===== src/rtl/disp_value_bcd.sv =====
// disp_value_bcd: debounced selection of one of eight debug sources and a
// sequential conversion of the chosen value into four display digits
// (double-dabble decimal or straight hex nibbles).
module disp_value_bcd #(
  parameter int W              = 16,
  parameter int DEB_CYCLES     = 250000,
  parameter int REFRESH_CYCLES = 2500000
) (
  input  logic           clk,
  input  logic           reset,
  input  logic [2:0]     sw,
  input  logic           hex_mode,
  input  logic [8*W-1:0] src_bus,
  output logic [15:0]    digits,
  output logic           digits_valid,
  output logic           ovf,
  output logic [2:0]     sel_stable,
  output logic           busy
);

  localparam int DEB_W = $clog2(DEB_CYCLES + 1);
  localparam int REF_W = $clog2(REFRESH_CYCLES + 1);
  localparam int CNT_W = $clog2(W + 1);

  localparam logic [DEB_W-1:0] DEB_LAST = DEB_W'(DEB_CYCLES - 1);
  localparam logic [REF_W-1:0] REF_LAST = REF_W'(REFRESH_CYCLES - 1);
  localparam logic [CNT_W-1:0] CNT_LAST = CNT_W'(W - 1);
  localparam logic [W-1:0]     DEC_MAX  = W'(9999);

  typedef enum logic [1:0] {IDLE, CONV, DONE} state_t;

  // Add 3 to every BCD digit that is 5 or more, ahead of the doubling shift.
  function automatic logic [19:0] dd_adjust(input logic [19:0] b);
    logic [19:0] a;
    a = b;
    for (int i = 0; i < 5; i++) begin
      if (a[4*i +: 4] >= 4'd5) a[4*i +: 4] = a[4*i +: 4] + 4'd3;
    end
    return a;
  endfunction

  // Clamp a decimal result that did not fit four digits to all nines.
  function automatic logic [15:0] sat_digits(input logic [15:0] b, input logic over);
    return over ? 16'h9999 : b;
  endfunction

  logic [2:0]       sw_p0;
  logic [2:0]       sw_p1;
  logic [2:0]       sw_prev;
  logic [DEB_W-1:0] deb_cnt;
  logic [REF_W-1:0] ref_cnt;
  logic             req_p0;
  logic             pending;
  state_t           state;
  logic [CNT_W-1:0] cnt;
  logic [W-1:0]     bin;
  logic [19:0]      bcd;
  logic             hex_cap;
  logic             ovf_cap;

  logic             sw_changed;
  logic             sw_fire;
  logic             ref_wrap;
  logic [W-1:0]     src_sel;
  logic [19:0]      bcd_adj;

  assign sw_changed = (sw_p1 != sw_prev);
  // A change is accepted only after sw_p1 has held the same value long enough.
  assign sw_fire    = !sw_changed && (deb_cnt == DEB_LAST) && (sw_p1 != sel_stable);
  assign ref_wrap   = (ref_cnt == REF_LAST);
  assign bcd_adj    = dd_adjust(bcd);

  // Source multiplexer driven by the debounced select.
  always_comb begin
    src_sel = '0;
    for (int k = 0; k < 8; k++) begin
      if (sel_stable == 3'(k)) src_sel = src_bus[k*W +: W];
    end
  end

  // Synchronise the switches, debounce them and update the select in use.
  always_ff @(posedge clk or negedge reset) begin
    if (!reset) begin
      sw_p0      <= '0;
      sw_p1      <= '0;
      sw_prev    <= '0;
      deb_cnt    <= '0;
      sel_stable <= '0;
    end else begin
      // stage p0 -> p1: two-flop synchroniser
      sw_p0   <= sw;
      sw_p1   <= sw_p0;
      sw_prev <= sw_p1;
      if (sw_changed)
        deb_cnt <= '0;
      else if (deb_cnt != DEB_LAST)
        deb_cnt <= deb_cnt + DEB_W'(1);
      if (sw_fire) sel_stable <= sw_p1;
    end
  end

  // Refresh timer and the registered capture request; the request is taken
  // one cycle late so the capture sees the freshly loaded sel_stable.
  always_ff @(posedge clk or negedge reset) begin
    if (!reset) begin
      ref_cnt <= '0;
      req_p0  <= 1'b0;
    end else begin
      if (sw_fire || ref_wrap)
        ref_cnt <= '0;
      else
        ref_cnt <= ref_cnt + REF_W'(1);
      req_p0 <= sw_fire || ref_wrap;
    end
  end

  // Capture / convert / publish sequencer with registered outputs.
  always_ff @(posedge clk or negedge reset) begin
    if (!reset) begin
      state        <= IDLE;
      pending      <= 1'b0;
      cnt          <= '0;
      bin          <= '0;
      bcd          <= '0;
      hex_cap      <= 1'b0;
      ovf_cap      <= 1'b0;
      digits       <= '0;
      digits_valid <= 1'b0;
      ovf          <= 1'b0;
      busy         <= 1'b0;
    end else begin
      digits_valid <= 1'b0;
      case (state)
        IDLE: begin
          if (req_p0 || pending) begin
            bin     <= src_sel;
            hex_cap <= hex_mode;
            ovf_cap <= (src_sel > DEC_MAX);
            bcd     <= '0;
            cnt     <= '0;
            pending <= 1'b0;
            busy    <= 1'b1;
            state   <= CONV;
          end
        end
        CONV: begin
          if (req_p0) pending <= 1'b1;
          // Hex keeps the captured word intact; the cycle count is shared so
          // both modes publish with the same latency.
          if (!hex_cap) {bcd, bin} <= {bcd_adj, bin} << 1;
          cnt <= cnt + CNT_W'(1);
          if (cnt == CNT_LAST) state <= DONE;
        end
        DONE: begin
          if (req_p0) pending <= 1'b1;
          digits       <= hex_cap ? bin : sat_digits(bcd[15:0], ovf_cap);
          ovf          <= !hex_cap && ovf_cap;
          digits_valid <= 1'b1;
          busy         <= 1'b0;
          state        <= IDLE;
        end
        default: state <= IDLE;
      endcase
    end
  end

endmodule

===== config.mk =====
export PLATFORM = sky130hd
export DESIGN_NAME = disp_value_bcd
export DESIGN_NICKNAME = d
export VERILOG_FILES = /design/src/rtl/disp_value_bcd.sv
export SDC_FILE = /design/constraint.sdc
export NUM_CORES = 1
export LEC_CHECK = 0
export ABC_AREA = 1
export CAP_MARGIN = 40
export CORE_UTILIZATION = 45
export CTS_BUF_LIST = sky130_fd_sc_hd__clkbuf_2 sky130_fd_sc_hd__clkbuf_4 sky130_fd_sc_hd__clkbuf_8
export DETAILED_ROUTE_END_ITERATION = 16
export MAX_ROUTING_LAYER = met4
export PLACE_DENSITY_LB_ADDON = 0.3
export SLEW_MARGIN = 10
export SYNTH_ARGS = -nofsm -noshare
export SYNTH_HDL_FRONTEND = slang
export SYNTH_SLANG_ARGS = --single-unit
export TNS_END_PERCENT = 1

===== constraint.sdc =====
create_clock -name clk -period 2.75 [get_ports clk]
set_input_delay 0.55 -clock clk [delete_from_list [all_inputs] [get_ports clk]]
set_output_delay 0.55 -clock clk [all_outputs]
set_load 0.01 [all_outputs]

Word-level counts from Yosys, hierarchy flattened. Index checks and enable logic that the tools add are counted.

Add/subtract/negate cells: 8. Order comparisons: 6. Equal/unequal tests: 19. Muxes and demuxes: 35. Reductions and logical operators: 20.

Operators by type and width (number): 16-bit 2-to-1 mux (12); 20-bit 2-to-1 mux (2); 20-bit case mux with 2 select lines (1); 18-bit 2-to-1 mux (2); 16-bit case mux with 2 select lines (1); 22-bit by 1-bit adder with 22-bit output (second input constant) (1); 22-bit equality test (second input constant) (1); 22-bit 2-to-1 mux (1); 4-bit by 3-bit greater-or-equal comparator with 1-bit output (second input constant) (5); 18-bit by 1-bit adder with 18-bit output (second input constant) (1); 18-bit equality test (second input constant) (1); 18-bit != test (second input constant) (1); 4-bit by 2-bit adder with 4-bit output (second input constant) (4); 16-bit by 14-bit > comparator with 1-bit output (second input constant) (1); 4-bit 2-to-1 mux (4); 3-bit equality test (second input constant) (4); 5-bit case mux with 2 select lines (1); 2-bit AND reduction (4); 2-bit nonzero test (4); 3-bit by 2-bit equality test with 1-bit output (second input constant) (2); 2-bit != test (second input constant) (3); 3-bit != test (2); 3-bit AND reduction (2); 5-bit by 1-bit adder with 5-bit output (second input constant) (1); 18 further kinds (27).

Flip-flop bits (word level): 118. Bits of input ports: 134. Output and inout bits: 22. Word-level logic and storage cells: 106.

Logic depth before layout (Yosys ltp).
Depth in word-level cells: 11. Depth in mapped cells: 14. Depth with buffers taken out: 14.

Worst setup path before layout. Ideal clock, no wire load.

Kind: register to register. Start point: register state[0]. End point: register bin[3]. Setup time: 0.135 ns. Arrival time: 1.766 ns. Path slack: 0.849 ns. Cell stages (with the launch flop): 11. Clock period less this slack: 1.901 ns. Path through: dfrtp_1 -> inv_1 -> ha_1 -> inv_1 -> nor2_1 -> inv_1 -> nor2_1 -> nor2_2 -> inv_1 -> clkbuf_1 -> o211ai_1.

Cells in the longest elaborated chain, start to end: 3. Elaborated cells on any way between the ends: 7. Those cells by class: 3 x eq/ne; 1 x mux; 3 x reduce/logical.

RTL lines: from (decl) (line 54) `state_t state;`; from (signal assigned) (line 120) `state <= IDLE;`; from (signal assigned) (line 143) `state <= CONV;`; from (signal assigned) (line 152) `if (cnt == CNT_LAST) state <= DONE;`; 2-bit by 1-bit equality test with 1-bit output or 2-bit zero test (tied branches) (line 133) `case (state)`; 2-bit != test (no line) or 2-bit nonzero test (tied branches); 3-bit AND reduction (no line); to (signal assigned) (line 136) `bin <= src_sel;`; to (signal assigned) (line 150) `if (!hex_cap) {bcd, bin} <= {bcd_adj, bin} << 1;`; to (decl) (line 56) `logic [W-1:0] bin;`.

Several ways; a longest one is shown, not always the timed one. A chain may end at the register's enable or synchronous reset.

Final worst setup path. Ends and elaborated chain as after synthesis.

==> metrics.md <==
| Metric | Value |
|---|---|
| Status | finished, final reports clean |
| Top FF cell, synth | dfrtp_1 |
| Clk_lat worst skew | 440 ps |
| Finished Core Util | 62.2% |
| Critical Path RT | 3100 ps |
| Tcrit/Tclk final | 84.7% |
| Multi-input gate area | 3160 sq um |
| TNS Setup | 0 ps |
| Placement Setup Slack | 224 ps |
| Initial antenna violation count | 0 |
| Sequential cell area | 2850 sq um |
| Slew Viols, Final | 0 |
| Leakage | 3.95 nW |
| First-pass GRT wire length | 29500 um |
| Placed cell area | 8340 sq um |
| Dpl hpwl | 14800 um |
| Power Density | 405 nW/um^2 |
| Int Power | 2.78 mW |
| Hold Vio Cnt, Final | 0 |
| RD Place Congestion | 0.954 |
| Port Buffers | 155 |
| NumNets Final | 1155 |
| Top Layer Used | met4 |
| EDFF count, synth | 0 |
| Cell Count Post-Placement | 1166 |
| Avg Cell Area, Syn | 7.80 sq um |
| Largest stage delay, worst path | 350 ps |
| Worst R2R Setup Slack | 420 ps |
| Post-CTS Setup Bufs | 0 |
| Largest net degree at the start of global routing | 47 |
| Max IR drop VDD | 221 uV |
| Met2 WL post-DR | 8770 um |
| Post-route insts no fill | 1197 |
| Initial DRC count | 497 |
| Share of layout cells above drive strength 1 | 7.87% |
| Worst-Margin Slew | 764 ps |
| DR WL/cell | 16.0 um |
| Synth Cell Area | 6540 sq um |
| Clock Pin Slew Worst Setup and Hold Paths | 60 ps |
| Vias in the first global route | 5883 |
| Critical path's slowest cell | dfrtp_1 |
| CTS tree | yes |
| CTS Buffer Depth | 2 |
| Flops & latches, synth | 114 |
| Fillers | 1255 |
| Arrival @ worst endpoint | 2680 ps |
| Tmin final | 2330 ps |
| Max FO, Critical Path | 16 |
| Logic pwr share | 8.5% |
| Rows | 43 |
| Critical path type | reg -> reg |
| MaxCap Viol Count | 0 |
| Setup crit end kind | flop |
| Syn. warnings | 0 |
| GRT Overall Usage | 26.8% |
| Num CTS Buffers | 17 |
| Cell repeated most along the worst path | inv_1 |
| Worst Setup Start Kind | flop |
| Post-CTS sizing | 0 |
| CTS root buf | clkbuf_8 |
| Class of the worst hold path | in -> async |
| Drt via density | 5.27 |
| Seq pwr share | 47.8% |
| Die H | 123 um |
| Final setup fails | 0 |
| Commonest non-fill, non-tap cells in the layout | nand2_1, clkdlybuf4s50_1, dfrtp_1 |
| RSZ-0062 raised after global routing | false |
| Synth-to-layout area growth | 33.7% |
| Worst-path cell chain | inv_1 -> ha_1 -> inv_1 -> nor2_1 -> a21oi_1 -> nor2_1 -> nor2_4 -> inv_1 -> buf_12 -> o211ai_1 |
| Post-route ant nets | 0 |
| Core region area | 14000 sq um |
| Total net switching power | 759 uW |
| Clock group share of total power | 43.7% |
| Final Hold Slack | 81.4 ps |
| Die area | 15000 sq um |
| H-Tree Depth | 4 |
| Grt total ovfl | 0 |
| I/O pin count | 156 |
| DIE WIDTH | 123 um |
| Cts hold-fix bufs | 0 |
| Cell count after synthesis | 838 |
| Met1 WL | 8050 um |
| Final instance area | 8740 sq um |
| PnR worst setup slack | 422 ps |
| Clock sinks | 114 |
| Sequential cell area fraction in the yosys report | 43.6% |
| Fmax | 430 MHz |
| Via count | 6313 |
| Remaining DRCs | 0 |
| Power Total | 3.54 mW |
| Max-slew headroom | 49.0% |
| Antenna Cells | 0 |
| Worst Clk Skew | 8.44 ps |
| Commonest non-fill, non-tap cell in the layout | nand2_1 |
| Met3 Wirelength | 1740 um |
| Post-Synthesis Net Count | 988 |
| Switching share of power | 21.4% |
| Ys async rst share | 100% |
| First-pass detailed-route iteration total | 5 |
| Drt total wl | 19100 um |
| Synth cell types | 50 |
| Initial core utilization | 46.5% |
## power groups by stage
stage	Sequential [mW]	Clock, mW	Combinational, mW
after CTS	1.69	1.57	0.306
after global routing	1.69	1.65	0.327
after detailed placement	1.72	0	0.303
after floorplan	1.72	0	0.0481
final	1.69	1.55	0.302
after global placement	1.72	0	0.305
## flip-flops by register name (all words and copies together) (netlist names), 2 cells and up
signal / cells
sw_p0: 3
digits: 16
bcd: 16
deb_cnt: 18
cnt: 5
state: 2
sw_p1: 3
ref_cnt: 22
bin: 16
sel_stable: 3
sw_prev: 3
## metal layers
metal / vias to the layer above / track usage [%]
met3: 37 / 6.92
met5: - / -
li1: 3143 / -
met1: 2881 / 32.8
met4: 0 / 10.4
met2: 252 / 42.2
## area by class of cell
class / count / area share (%)
timing repair buffer: 173 / 19.6
tap: 180 / 2.58
multi-input combinational: 594 / 36.2
clock buffer: 27 / 4.04
sequential: 114 / 32.6
inverter: 105 / 4.51
clock inverter: 4 / 0.515
## worst max-delay path, delay by kind of cell (launching register included)
kind,cells,cell delay (ps)
fa+ha+maj,1,220
compound gates,2,470
simple gates,3,550
buf+inv,4,650
flops,1,350
## kinds of logic after synthesis
kind of cell	share of synthesized area [%]
adders and majority gates	3.06
buffers and inverters	8.08
xor gates and xnor gates	3.08
DFF	43.6
and+or+nand+nor	26.7
AOI/OAI and AO/OA	15.4
## synthesized netlist by cell type, drive strengths merged (15+ instances only)
cell | instances | area share, %
nand4 | 36 | 3.5
a21oi | 46 | 3.6
o21ai | 70 | 5.4
nand3 | 38 | 3.0
inv | 104 | 6.0
nor2 | 92 | 5.5
o22ai | 15 | 1.4
nor3 | 15 | 2.1
dfrtp | 114 | 44
buf | 15 | 1.5
ha | 16 | 3.1
nand2 | 190 | 11
## worst paths after layout
check,start,end,cells after the start
hold / removal,reset,ref_cnt[18]$_DFF_PN0_,1
setup / recovery,state[0]$_DFFE_PN0P_,bin[3]$_DFFE_PN0P_,10
setup reg to reg,state[0]$_DFFE_PN0P_,bin[3]$_DFFE_PN0P_,10
min in group clk,sw_p0[2]$_DFF_PN0_,sw_p1[2]$_DFF_PN0_,0
max in group asynchronous,reset,sw_prev[0]$_DFF_PN0_,2
hold reg to reg,sw_p0[2]$_DFF_PN0_,sw_p1[2]$_DFF_PN0_,0
(Power assumes the default switching activity.)
